<file path="src/rtl/mdu_div_ctrl_pkg.sv">
// ---------------------------------------------------------------------------
// mdu_div_ctrl_pkg
//   Shared definitions for the MDU divider sequencer:
//     - div_op_t   : operation encoding (DIV=0, DIVU=1, MOD=2, MODU=3)
//     - ROB_ID_W_DEF / rob_id_t : default ROB tag width and tag type
//     - op_is_signed / op_is_rem : operation decode helpers
// ---------------------------------------------------------------------------
package mdu_div_ctrl_pkg;

  localparam int ROB_ID_W_DEF = 6;

  typedef logic [ROB_ID_W_DEF-1:0] rob_id_t;

  typedef enum logic [1:0] {
    DIV  = 2'd0,
    DIVU = 2'd1,
    MOD  = 2'd2,
    MODU = 2'd3
  } div_op_t;

  // Signed variants take absolute values before iterating and fix signs after.
  function automatic logic op_is_signed(input div_op_t op);
    return (op == DIV) || (op == MOD);
  endfunction

  // Remainder-returning variants.
  function automatic logic op_is_rem(input div_op_t op);
    return (op == MOD) || (op == MODU);
  endfunction

endpackage

</file>
<file path="src/rtl/mdu_div_ctrl_div_step.sv">
// ---------------------------------------------------------------------------
// mdu_div_ctrl_div_step
//   One combinational radix-2 restoring division step.
//   Ports:
//     i_rem     partial remainder (WIDTH)
//     i_quo     dividend/quotient shift register (WIDTH); MSB shifts into rem
//     i_divisor unsigned divisor magnitude (WIDTH)
//     o_rem     next partial remainder
//     o_quo     next quotient register (new quotient bit shifted in at LSB)
// ---------------------------------------------------------------------------
module mdu_div_ctrl_div_step #(
  parameter int WIDTH = 32
) (
  input  logic [WIDTH-1:0] i_rem,
  input  logic [WIDTH-1:0] i_quo,
  input  logic [WIDTH-1:0] i_divisor,
  output logic [WIDTH-1:0] o_rem,
  output logic [WIDTH-1:0] o_quo
);

  // The shifted remainder is kept WIDTH+1 bits wide: the remainder can have
  // its MSB set when the divisor magnitude exceeds 2^(WIDTH-1).
  logic [WIDTH:0]   w_t;
  logic [WIDTH-1:0] w_diff;
  logic             w_ge;

  always_comb begin
    w_t    = {i_rem, i_quo[WIDTH-1]};
    w_ge   = (w_t >= {1'b0, i_divisor});
    // Only used when t >= divisor, so the true difference fits in WIDTH bits.
    w_diff = w_t[WIDTH-1:0] - i_divisor;
    o_rem  = w_ge ? w_diff : w_t[WIDTH-1:0];
    o_quo  = {i_quo[WIDTH-2:0], w_ge};
  end

endmodule

</file>
<file path="src/rtl/mdu_div_ctrl.sv">
// ---------------------------------------------------------------------------
// mdu_div_ctrl
//   Sequencer for the MDU iterative divider. Accepts one DIV/DIVU/MOD/MODU
//   request via valid_i/ready_o, runs WIDTH restoring iterations and returns
//   the quotient or remainder via valid_o/ready_i.
//   Ports:
//     clk, rst, flush       clock, sync active-high reset, pipeline flush
//     valid_i / ready_o     request handshake (ready_o = controller idle)
//     op_i                  div_op_t encoding
//     dividend_i, divisor_i operands
//     reg_id_i / reg_id_o   ROB tag in / tag of returned result
//     valid_o / ready_i     result handshake; result held until ready_i
//     data_o                quotient (DIV/DIVU) or remainder (MOD/MODU)
//     busy_o                controller not idle
// ---------------------------------------------------------------------------
module mdu_div_ctrl
  import mdu_div_ctrl_pkg::*;
#(
  parameter int WIDTH    = 32,
  parameter int ROB_ID_W = ROB_ID_W_DEF
) (
  input  logic                clk,
  input  logic                rst,
  input  logic                flush,
  input  logic                valid_i,
  output logic                ready_o,
  input  logic [1:0]          op_i,
  input  logic [WIDTH-1:0]    dividend_i,
  input  logic [WIDTH-1:0]    divisor_i,
  input  logic [ROB_ID_W-1:0] reg_id_i,
  output logic                valid_o,
  input  logic                ready_i,
  output logic [WIDTH-1:0]    data_o,
  output logic [ROB_ID_W-1:0] reg_id_o,
  output logic                busy_o
);

  localparam int CNT_W = (WIDTH > 1) ? $clog2(WIDTH) : 1;
  localparam logic [CNT_W-1:0] CNT_LAST = CNT_W'(WIDTH - 1);

  typedef enum logic [2:0] {
    IDLE = 3'd0,
    PREP = 3'd1,
    ITER = 3'd2,
    FIX  = 3'd3,
    DONE = 3'd4
  } state_t;

  state_t                r_state;
  state_t                w_state_next;
  div_op_t               r_op;
  logic [WIDTH-1:0]      r_a;
  logic [WIDTH-1:0]      r_b;      // raw divisor, replaced by |B| in PREP
  logic [WIDTH-1:0]      r_rem;
  logic [WIDTH-1:0]      r_quo;
  logic [CNT_W-1:0]      r_cnt;
  logic                  r_sq;
  logic                  r_sr;
  logic [WIDTH-1:0]      r_data;
  logic [ROB_ID_W-1:0]   r_tag;

  logic                  w_sa;
  logic                  w_sb;
  logic [WIDTH-1:0]      w_abs_a;
  logic [WIDTH-1:0]      w_abs_b;
  logic [WIDTH-1:0]      w_rem_step;
  logic [WIDTH-1:0]      w_quo_step;
  logic [WIDTH-1:0]      w_q_fix;
  logic [WIDTH-1:0]      w_r_fix;
  logic                  w_kill;

  assign w_kill = rst | flush;

  // Operand sign handling for PREP; unsigned ops never negate.
  always_comb begin
    w_sa    = op_is_signed(r_op) & r_a[WIDTH-1];
    w_sb    = op_is_signed(r_op) & r_b[WIDTH-1];
    w_abs_a = w_sa ? (-r_a) : r_a;
    w_abs_b = w_sb ? (-r_b) : r_b;
    // Two's-complement negation wraps, so INT_MIN / -1 yields INT_MIN.
    w_q_fix = r_sq ? (-r_quo) : r_quo;
    w_r_fix = r_sr ? (-r_rem) : r_rem;
  end

  mdu_div_ctrl_div_step #(
    .WIDTH(WIDTH)
  ) u_step (
    .i_rem     (r_rem),
    .i_quo     (r_quo),
    .i_divisor (r_b),
    .o_rem     (w_rem_step),
    .o_quo     (w_quo_step)
  );

  // State register.
  always_ff @(posedge clk) begin
    if (w_kill) begin
      r_state <= IDLE;
    end else begin
      r_state <= w_state_next;
    end
  end

  // Next-state and handshake outputs.
  always_comb begin
    w_state_next = r_state;
    ready_o      = 1'b0;
    valid_o      = 1'b0;
    busy_o       = 1'b1;
    case (r_state)
      IDLE: begin
        ready_o = 1'b1;
        busy_o  = 1'b0;
        if (valid_i) w_state_next = PREP;
      end
      PREP: w_state_next = (r_b == '0) ? DONE : ITER;
      ITER: if (r_cnt == CNT_LAST) w_state_next = FIX;
      FIX:  w_state_next = DONE;
      DONE: begin
        valid_o = 1'b1;
        if (ready_i) w_state_next = IDLE;
      end
      default: w_state_next = IDLE;
    endcase
  end

  // Datapath registers.
  always_ff @(posedge clk) begin
    if (w_kill) begin
      r_op   <= DIV;
      r_a    <= '0;
      r_b    <= '0;
      r_rem  <= '0;
      r_quo  <= '0;
      r_cnt  <= '0;
      r_sq   <= 1'b0;
      r_sr   <= 1'b0;
      r_data <= '0;
      r_tag  <= '0;
    end else begin
      case (r_state)
        IDLE: begin
          if (valid_i) begin
            r_op  <= div_op_t'(op_i);
            r_a   <= dividend_i;
            r_b   <= divisor_i;
            r_tag <= reg_id_i;
          end
        end
        PREP: begin
          r_quo <= w_abs_a;
          r_b   <= w_abs_b;
          r_sq  <= w_sa ^ w_sb;
          r_sr  <= w_sa;
          r_rem <= '0;
          r_cnt <= '0;
          // Divide-by-zero skips iteration: all-ones quotient, raw dividend remainder.
          if (r_b == '0) begin
            r_data <= op_is_rem(r_op) ? r_a : '1;
          end
        end
        ITER: begin
          r_rem <= w_rem_step;
          r_quo <= w_quo_step;
          r_cnt <= r_cnt + CNT_W'(1);
        end
        FIX: begin
          r_data <= op_is_rem(r_op) ? w_r_fix : w_q_fix;
        end
        default: ;
      endcase
    end
  end

  assign data_o   = r_data;
  assign reg_id_o = r_tag;

endmodule

</file>
<file path="config.mk">
export PLATFORM = sky130hd
export DESIGN_NAME = mdu_div_ctrl
export DESIGN_NICKNAME = d
export VERILOG_FILES = /design/src/rtl/mdu_div_ctrl_pkg.sv /design/src/rtl/mdu_div_ctrl_div_step.sv /design/src/rtl/mdu_div_ctrl.sv
export SDC_FILE = /design/constraint.sdc
export NUM_CORES = 1
export LEC_CHECK = 0
export CAP_MARGIN = 20
export CORE_MARGIN = 4
export CORE_UTILIZATION = 45
export CTS_CLUSTER_DIAMETER = 200
export DETAILED_ROUTE_END_ITERATION = 8
export GPL_TIMING_DRIVEN = 0
export PLACE_DENSITY = 0.75
export SLEW_MARGIN = 20
export SYNTH_ARGS = -nofsm -noshare
export SYNTH_HDL_FRONTEND = slang
export SYNTH_SLANG_ARGS = --single-unit
</file>
<file path="constraint.sdc">
create_clock -name clk -period 4 [get_ports clk]
set_clock_uncertainty 0.1 [all_clocks]
set_input_delay 0.6 -clock clk [delete_from_list [all_inputs] [get_ports clk]]
set_output_delay 0.6 -clock clk [all_outputs]
set_load 0.01 [all_outputs]
</file>
======== Word-level counts from Yosys, hierarchy flattened ========
Index checks and enable logic that the tools add are counted.
word-level totals
  bits in registers ....................... 178
  input bits .............................. 77
  output and inout bits ................... 41
  logic and storage cells ................. 68
cells by class
  add/subtract/negate cells ............... 6
  order comparisons ....................... 1
  equality and inequality tests ........... 12
  multiplexer cells ....................... 22
  bitwise operators ....................... 4
  reduce and logical (&&, ||, !) cells .... 12
operator list
  operator                                       count
  two-way mux 32 bit                             9
  one-hot mux 32 bit (2 select lines)            4
  negation 32 bit                                4
  >= comparator 33 x 32 -> 1 bit                 1
  zero test 32 bit                               1
  subtractor 32 bit                              1
  one-hot mux 3 bit (5 select lines)             1
  two-way mux 3 bit                              4
  inequality test 2 bit, second input constant   5
  one-hot mux 5 bit (2 select lines)             1
  == test 3 x 2 -> 1 bit, second input constant  2
  AND reduction 3 bit                            2
  nonzero test 2 bit                             3
  adder 5 x 1 -> 5 bit, second input constant    1
  == test 5 bit, second input constant           1
  == test 2 bit, second input constant           2
  AND reduction 2 bit                            2
  == test 3 x 1 -> 1 bit, second input constant  1
  == test 3 bit, second input constant           1
  zero test 3 bit                                1
  two-way mux 1 bit                              3
  bitwise AND 1 bit                              2
  zero test 2 bit                                1
  logical OR 1 bit                               2
  other kinds (2)                                2

======== Longest topological paths before layout ========
Gate-level depths: netlist (run 1).
  depth after elaboration ................. 5
  mapped depth ............................ 13
  gate-level depth less buffers ........... 13

======== Cells and area by module ========
Synthesis (run 1) repeated with hierarchy kept, for this count alone.
second synthesis, totals
  cell total of the unflattened synthesis .. 1657
  area, all modules ....................... 12376.9 µm²
modules (own cells, without submodules)
  module                 instances  cells an instance  area an instance (µm²)  sequential area each (µm²)
  mdu_div_ctrl           1          1302               9805.7                  3563.4
  mdu_div_ctrl_div_step  1          355                2571.2                  0.0

======== Worst setup path before layout (run 1) ========
Ideal clock, no wire load.
  path type ............................... reg2reg
  start ................................... reg r_b[1]
  end ..................................... reg r_b[16]
  library setup time ...................... 0.095 ns
  arrival ................................. 3.204 ns
  required time ........................... 3.805 ns
  slack ................................... 0.601 ns
  cell stages (with the launch flop) ...... 11
  path buffers ............................ 0
  clock period less this slack ............ 3.399 ns
  path through ............................ dfxtp_1 > inv_1 > ha_1 > or3b_1 > or4_1 > or4_1 > or3_1 > or3_1 > o311ai_1 > o21ai_0 > a221oi_1
on the way
  cells in the longest elaborated chain, start to end .. 3
RTL lines
  element                              RTL line             RTL
  start: declaration                   mdu_div_ctrl.sv:53   logic [WIDTH-1:0] r_b;
  start signal: assignment             mdu_div_ctrl.sv:146  r_b <= divisor_i;
  start signal: assignment             mdu_div_ctrl.sv:152  r_b <= w_abs_b;
  negation 32 bit                      mdu_div_ctrl.sv:79   w_abs_b = w_sb ? (-r_b) : r_b;
  two-way mux 32 bit                   mdu_div_ctrl.sv:79
  one-hot mux 32 bit (2 select lines)  mdu_div_ctrl.sv:141  case (r_state)
No other way between the ends. The select of a mux whose other input is x is not followed.
A chain may end at the register's enable or synchronous reset.

======== Final worst setup path (run 1) ========
Same ends and word-level chain as after synthesis.

==> results of run 1 <==
-- repair_timing --
action,4_1_cts,5_1_grt
gates resized for setup,0,11
hold endpoints to repair,0,0
hold buffers,0,0
endpoints found under the setup margin,0,43
-- worst min-delay path by stage --
stage	endpoint	start	slack [ns]	depth (start not counted)
4_1_cts	reg_id_o[5]	reg_id_o[5]	0.36	2
3_3_place_gp	reg_id_o[2]	reg_id_o[2]	0.34	2
3_5_place_dp	reg_id_o[5]	reg_id_o[5]	0.35	2
2_1_floorplan	r_quo[2]	r_quo[1]	0.36	2
5_1_grt	reg_id_o[5]	reg_id_o[5]	0.38	2
6_report	reg_id_o[5]	reg_id_o[5]	0.36	2
-- routing by layer --
layer | vias to the layer above | GRT usage (%) | share of wire, %
met4 | 0 | 13.4 | 4.5
met1 | 5697 | 35.3 | 41
met3 | 112 | 4.58 | 8.7
li1 | 5828 | - | -
met2 | 650 | 44.7 | 46
met5 | - | 0 | 0
-- cells in the mapped netlist, types with 3 or more instances --
cell type and instances:
sky130_fd_sc_hd__nand2_1 242, sky130_fd_sc_hd__a21oi_1 186, sky130_fd_sc_hd__dfxtp_1 178, sky130_fd_sc_hd__o21ai_0 118
sky130_fd_sc_hd__nor2_1 113, sky130_fd_sc_hd__clkbuf_1 92, sky130_fd_sc_hd__xor2_1 71, sky130_fd_sc_hd__a22oi_1 52
sky130_fd_sc_hd__inv_1 51, sky130_fd_sc_hd__xnor2_1 45, sky130_fd_sc_hd__ha_1 38, sky130_fd_sc_hd__nor3_1 31
sky130_fd_sc_hd__o31ai_1 26, sky130_fd_sc_hd__o211ai_1 21, sky130_fd_sc_hd__nor4_1 18, sky130_fd_sc_hd__or3_1 17
sky130_fd_sc_hd__nand2b_1 14, sky130_fd_sc_hd__nand3_1 14, sky130_fd_sc_hd__nand4_1 14, sky130_fd_sc_hd__or4_1 14
sky130_fd_sc_hd__a32o_1 12, sky130_fd_sc_hd__o22ai_1 12, sky130_fd_sc_hd__a21o_1 11, sky130_fd_sc_hd__o41ai_1 10
sky130_fd_sc_hd__a31oi_1 9, sky130_fd_sc_hd__a32oi_1 9, sky130_fd_sc_hd__mux2i_1 9, sky130_fd_sc_hd__or2_2 9
sky130_fd_sc_hd__a221oi_1 8, sky130_fd_sc_hd__and3_1 8, sky130_fd_sc_hd__buf_1 7, sky130_fd_sc_hd__a211oi_1 6
sky130_fd_sc_hd__a22o_1 5, sky130_fd_sc_hd__nand3b_1 5, sky130_fd_sc_hd__nor2b_1 5, sky130_fd_sc_hd__nor3b_1 4
sky130_fd_sc_hd__o21bai_1 4, sky130_fd_sc_hd__o311ai_0 4, sky130_fd_sc_hd__and2_1 3, sky130_fd_sc_hd__buf_4 3
sky130_fd_sc_hd__o211a_1 3, sky130_fd_sc_hd__o21a_1 3, sky130_fd_sc_hd__or3_4 3
-- tightest hold or removal path: stages (launching register included) --
cell,delay [ns]
sky130_fd_sc_hd__dfxtp_1,0.31
sky130_fd_sc_hd__nand2_1,0.05
sky130_fd_sc_hd__a21oi_1,0.05
-- stage by stage --
step / setup WS [ns] / hold slack [ns]
floorplan: 0.601 / 0.359
global placement: 0.0962 / 0.344
detailed placement: 0.0319 / 0.348
CTS: 0.00464 / 0.359
global route: 0.00352 / 0.377
finish: 0.203 / 0.357
-- sequential cells by signal, summed over array words and instances, names as in the netlist --
register  cells
r_b          32
r_op          2
data_o       32
r_quo        32
r_cnt         5
reg_id_o      6
r_rem        32
r_sr          1
r_a          32
r_sq          1
r_state       3
-- cell type report --
| type | instances | share of cell area [%] |
|---|---|---|
| plain buffers | 105 | 3.08 |
| clock buffers | 18 | 3.22 |
| clock inverters | 14 | 1.18 |
| inverters | 51 | 1.40 |
| multi-input cells | 1213 | 53.4 |
| flip-flops and latches | 178 | 26.1 |
| well taps | 330 | 3.02 |
| repair buffers | 117 | 8.57 |
-- power by group through the flow --
stage	registers, mW	logic (mW)	clock network [mW]
floorplan	1.87	0.584	0
global placement	1.88	0.862	0
detailed placement	1.88	0.873	0
CTS	1.84	0.879	1.74
global route	1.85	0.985	1.81
finish	1.85	0.904	1.74
-- cell families (layout without fill, tap and decap cells) --
group	after synthesis	count (layout)	share of synthesized area, %
and+or+nand+nor	528	528	21.3
AOI/OAI and AO/OA	519	519	28.1
DFF	178	178	31.1
buffers and inverters	156	305	5.30
xor gates and xnor gates	116	116	8.87
adders and majority gates	39	39	4.33
muxes	11	11	0.984
==> run metrics, run 1 <==
outcome=completed; Core Rows=58; max cap viols=0; clock network power share=between 30% and 40%; Worst-path clk slew=approximately 0.080 ns; Worst path top cell family by delay=simple AND/OR/NAND/NOR gates; CTS tree=done; number of iterations in the first detailed-routing pass=5; number of antenna violations at the first check in global routing=0; number of unique standard cell types used by synthesis=72; Post-Layout Cell Count=2,026; stage delay of the slowest cell on the critical path=0.49 ns; switching portion of total power=33.0%; clock tree root driver cell=sky130_fd_sc_hd__clkbuf_16; number of flops mapped to enable cells by yosys=0; number of levels the H-tree was split into=4; depth of the most critical reg-to-reg path=10; global route overflow=0; pin count of the biggest net entering global routing=20; final WL=approximately 40,000 um; final core utilization=54.4%; number of sinks handled by clock tree synthesis=178; power density over the cells=329 nW/um^2; Synth warnings=0; number of ports placed on the die boundary=118; clock period minus worst slack=3.80 ns; Antenna Diode Count=0; post-route setup TNS=0 ns; number of buffer and inverter stages on the critical path=1; total routing resource utilization after global routing=27.4%; WL per Instance=19.8 um; Placer Congestion=roughly 1.0; sequential group share of total power=between 40% and 50%; most area-hungry cell type in the Yosys netlist=sky130_fd_sc_hd__dfxtp_1; DRC violation count after routing=0; remaining antenna violation count=0; final total power=4.49 mW; Chip Width=168 um; multi-input gate area in the final layout=7300 um^2; number of fill cells=2,413; Die Ht=168 um; Switch Pwr=1.48 mW; Placement Cell Area=13,000 um^2; critical path startpoint category=flop; tightest slew margin relative to the limit=33.2%; Mapped Avg Cell Area=7.40 um^2; initial core utilization=45.6%; total die area=28,100 um^2; latest clock arrival within the worst-skew pair=0.46 ns; port bufs=117; first-pass GRT wire length=approximately 62,000 um; Placed Instances=1,994; fraction of registers with async set/reset=0%; most frequent cells in the layout=sky130_fd_sc_hd__nand2_1 (241), sky130_fd_sc_hd__a21oi_1 (186), sky130_fd_sc_hd__dfxtp_1 (178), sky130_fd_sc_hd__o21ai_0 (118), sky130_fd_sc_hd__clkdlybuf4s50_1 (117); slowest CP cell=sky130_fd_sc_hd__or4_1; synth top area cells=sky130_fd_sc_hd__dfxtp_1 (31%), sky130_fd_sc_hd__a21oi_1 (8.1%), sky130_fd_sc_hd__nand2_1 (7.9%); leakage power summed over all cells=5.12 nW; average vias per placed instance=6.06; Crit. path cell count=10; Setup Buffers After CTS=0; cell-by-cell listing of the critical path=inv_1 -> ha_1 -> or3b_4 -> or4_4 -> or4_1 -> or3_1 -> or3_1 -> o311ai_1 -> o21ai_0 -> a221oi_1; first-iteration detailed-routing DRC count=about 1,200; final number of hold-violating endpoints=0; share of the synthesized area in the top cell type=31.1%; most frequently used flop master after synthesis=sky130_fd_sc_hd__dfxtp_1; post-synthesis instance area=between 10,000 and 15,000 um^2; Total Nets Final=1,799; RSZ-0062 raised after global routing=false; number of pins exceeding their max-slew limit in the final report=0; Seq/Total Area, Yosys=between 30% and 40%; transition time at the pin with the least slew margin=0.999 ns; largest vdd supply drop=0.197 mV; Arrival @ worst endpoint=4.06 ns; minimum setup slack among reg-to-reg paths=0.20 ns; Final HPWL DP=about 30,000 um; worst min path class=flop to flop; clock buffer count from CTS=17; critical-path maximum fanout=5; share of total power in combinational logic=20.1%; fmax=around 0.26 GHz; proportion of layout cells with a drive suffix above 1=4.19%; placeable core region=25,100 um^2; Crit Path Class=flop to flop; FF-to-FF Start=r_b[1]; Data required, critical path=4.26 ns; number of global-route vias before repair=about 12,000; post-route fraction of the period consumed by the critical path=94.9%; signed area change from the synthesized netlist to the final layout=19.3%; origin of the worst setup path=r_b[1]; Internal=3.01 mW; commonest non-fill, non-tap cell in the layout=sky130_fd_sc_hd__nand2_1; cell with the most instances on the worst path=sky130_fd_sc_hd__or3_1; capturing element type of the critical path=flop; total area of sequential cells=3560 um^2; design area=13,700 um^2; Crit Reg-Reg Endpoint=r_b[16]; worst setup path end=r_b[16]; number of standard cells after synthesis=1,547; DR vias=roughly 12,000; final count of negative-setup-slack endpoints=0; post-synth net total=1,663; number of synthesized register bits=approximately 180; Max clock buf depth=2
Power figures use the tool's default switching activity.
==> run 2: changes to the inputs <==
CAP_MARGIN = unset   (was 20)
CORE_UTILIZATION = 40   (was 45)
PLACE_DENSITY = 0.69   (was 0.75)
==> run metrics, run 2 (synthesis results as in run 1) <==
Antenna Diode Count=0 (unchanged); post-route setup TNS=0 ns (unchanged); number of sinks handled by clock tree synthesis=178 (unchanged); Final Worst Setup Slack=0.175 ns (-0.0277 ns); Hold Path Cell Cnt=2 (unchanged); first-pass GRT wire length=64,000 um (+2.9%); global route overflow=0 (unchanged); commonest non-fill, non-tap cell in the layout=sky130_fd_sc_hd__nand2_1; port bufs=117 (unchanged); depth of the most critical reg-to-reg path=11 (+1); RSZ-0062 raised after global routing=false; CTS tree=done; final core utilization=49.0% (-5.4 points); minimum setup slack among reg-to-reg paths=0.18 ns (-0.03 ns); pin count of the biggest net entering global routing=19 (-5.0%); critical path startpoint category=flop; Crit Path Class=flop to flop; Worst-path clk slew=0.09 ns (about the same); final total power=4.56 mW (+1.4%); number of ports placed on the die boundary=118 (unchanged); total die area=31,400 um^2 (+12%); Final HPWL DP=31,400 um (+4.6%); worst min-delay path endpoint=reg_id_o[5]; Placer Congestion=0.979 (-2.3%); clock period minus worst slack=3.82 ns (+0.0277 ns); FF-to-FF Start=r_b[7]; final count of negative-setup-slack endpoints=0 (unchanged); outcome=completed; DR vias=12,300 (+0.35%); signed area change from the synthesized netlist to the final layout=19.9%; initial core utilization=40.9% (-4.7 points); first-iteration detailed-routing DRC count=1,270 (+7.5%); placeable core region=28,000 um^2 (+12%); pre-CTS setup slack=-0.0423 ns (-0.0742 ns); transition time at the pin with the least slew margin=0.991 ns (-0.00807 ns); number of pins exceeding their max-slew limit in the final report=0 (unchanged); Total Nets Final=1,799 (unchanged); average vias per placed instance=5.95 (-1.9%); Hold Buf Count CTS=0 (unchanged); clock buffer count from CTS=17 (unchanged); Hold Crit Start=reg_id_o[5]; DRC violation count after routing=0 (unchanged); Data required, critical path=4.20 ns (-0.06 ns); final WL=41,300 um (+2.8%); Chip Width=177 um (+5.8%); Die Ht=177 um (+5.8%); fmax=0.261 GHz (-0.72%); number of antenna violations at the first check in global routing=0 (unchanged); worst min path class=flop to flop; number of iterations in the first detailed-routing pass=6 (+1); Arrival @ worst endpoint=4.03 ns (-0.03 ns); power density over the cells=332 nW/um^2 (+0.94%); post-route fraction of the period consumed by the critical path=95.6% (+0.69 points); final number of hold-violating endpoints=0 (unchanged); Core Rows=61 (+5.2%); total routing resource utilization after global routing=25.6% (-1.8 points); WL per Instance=19.9 um (+0.50%); remaining antenna violation count=0 (unchanged); critical-path maximum fanout=10 (+5); proportion of layout cells with a drive suffix above 1=4.07% (-0.12 points); Crit Reg-Reg Endpoint=r_rem[3]; Post-Route Hold Slack=0.358 ns (+0.000790 ns); number of levels the H-tree was split into=4 (unchanged); tightest slew margin relative to the limit=33.7% (+0.54 points); latest clock arrival within the worst-skew pair=0.45 ns (about the same); Max clock buf depth=2 (unchanged); clock tree root driver cell=sky130_fd_sc_hd__clkbuf_16; number of global-route vias before repair=11,600 (+0.58%); largest vdd supply drop=0.253 mV (+28%); most frequent cells in the layout=sky130_fd_sc_hd__nand2_1 (242), sky130_fd_sc_hd__a21oi_1 (186), sky130_fd_sc_hd__dfxtp_1 (178), sky130_fd_sc_hd__o21ai_0 (118), sky130_fd_sc_hd__clkdlybuf4s50_1 (117); capturing element type of the critical path=flop; leakage power summed over all cells=5.12 nW (about the same); max cap viols=0 (unchanged)
-- run 2: through the flow --
| step | std cells | cell area, um^2 |
|---|---|---|
| 2_1_floorplan | 1547 | 11400 |
| 3_5_place_dp | 2042 | 13100 |
| 4_1_cts | 2073 | 13700 |
| 6_report | 2073 | 13700 |
| 5_1_grt | 2073 | 13700 |
| 3_3_place_gp | 2042 | 13100 |
-- run 2: timing repair --
item | CTS | global route
endpoints found under the hold margin | 0 | 0
setup buffers | 0 | 0
resized for setup | 3 | 4
setup endpoints to repair | 7 | 22
-- run 2: area by class of cell --
cell class	count	area, um^2
inverter	51	191
tap	378	473
buffer	105	417
clock buffer	17	425
clock inverter	14	188
fill	2767	14300
sequential	178	3560
timing repair buffer	117	1170
multi-input combinational	1213	7300
-- run 2: metal layers --
metal	global-route usage, %	share of wire, %	up-vias	wire length [um]
li1	-	-	5831	-
met1	33.4	42	5797	17500
met2	42.5	47	608	19200
met3	3.33	7.2	94	2990
met4	11.1	3.8	0	1560
met5	0	0	-	0
-- run 2: how the worst max path moves through the flow --
stage | start | endpoint | slack [ns]
3_3_place_gp | r_b[1] | data_o[22] | -0.006
4_1_cts | r_b[1] | data_o[22] | 0.01
6_report | r_b[7] | r_rem[3] | 0.18
2_1_floorplan | r_b[1] | r_b[16] | 0.60
5_1_grt | r_b[0] | r_b[16] | 0.02
3_5_place_dp | r_b[1] | data_o[22] | -0.04
-- run 2: critical path, cell delays in order (launching register included) --
cell,delay [ns]
sky130_fd_sc_hd__dfxtp_1,0.32
sky130_fd_sc_hd__clkbuf_1,0.31
sky130_fd_sc_hd__inv_1,0.12
sky130_fd_sc_hd__ha_1,0.38
sky130_fd_sc_hd__nand2_1,0.08
sky130_fd_sc_hd__or3_1,0.37
sky130_fd_sc_hd__o21a_1,0.24
sky130_fd_sc_hd__o31ai_2,0.46
sky130_fd_sc_hd__a31o_2,0.32
sky130_fd_sc_hd__clkbuf_1,0.56
sky130_fd_sc_hd__mux2i_1,0.30
sky130_fd_sc_hd__o21ai_0,0.11
-- run 2: power by group --
part | switching (mW) | internal (mW)
Sequential | 0.0430 | 1.80
Combinational | 0.560 | 0.347
Clock | 0.847 | 0.955
==> run 3: changes to the inputs <==
CAP_MARGIN = 20   (was unset)
SKIP_LAST_GASP = 1   (was unset)
==> results of run 3 <==
No change in the layout: final DEF, timing and power equal those of run 2.
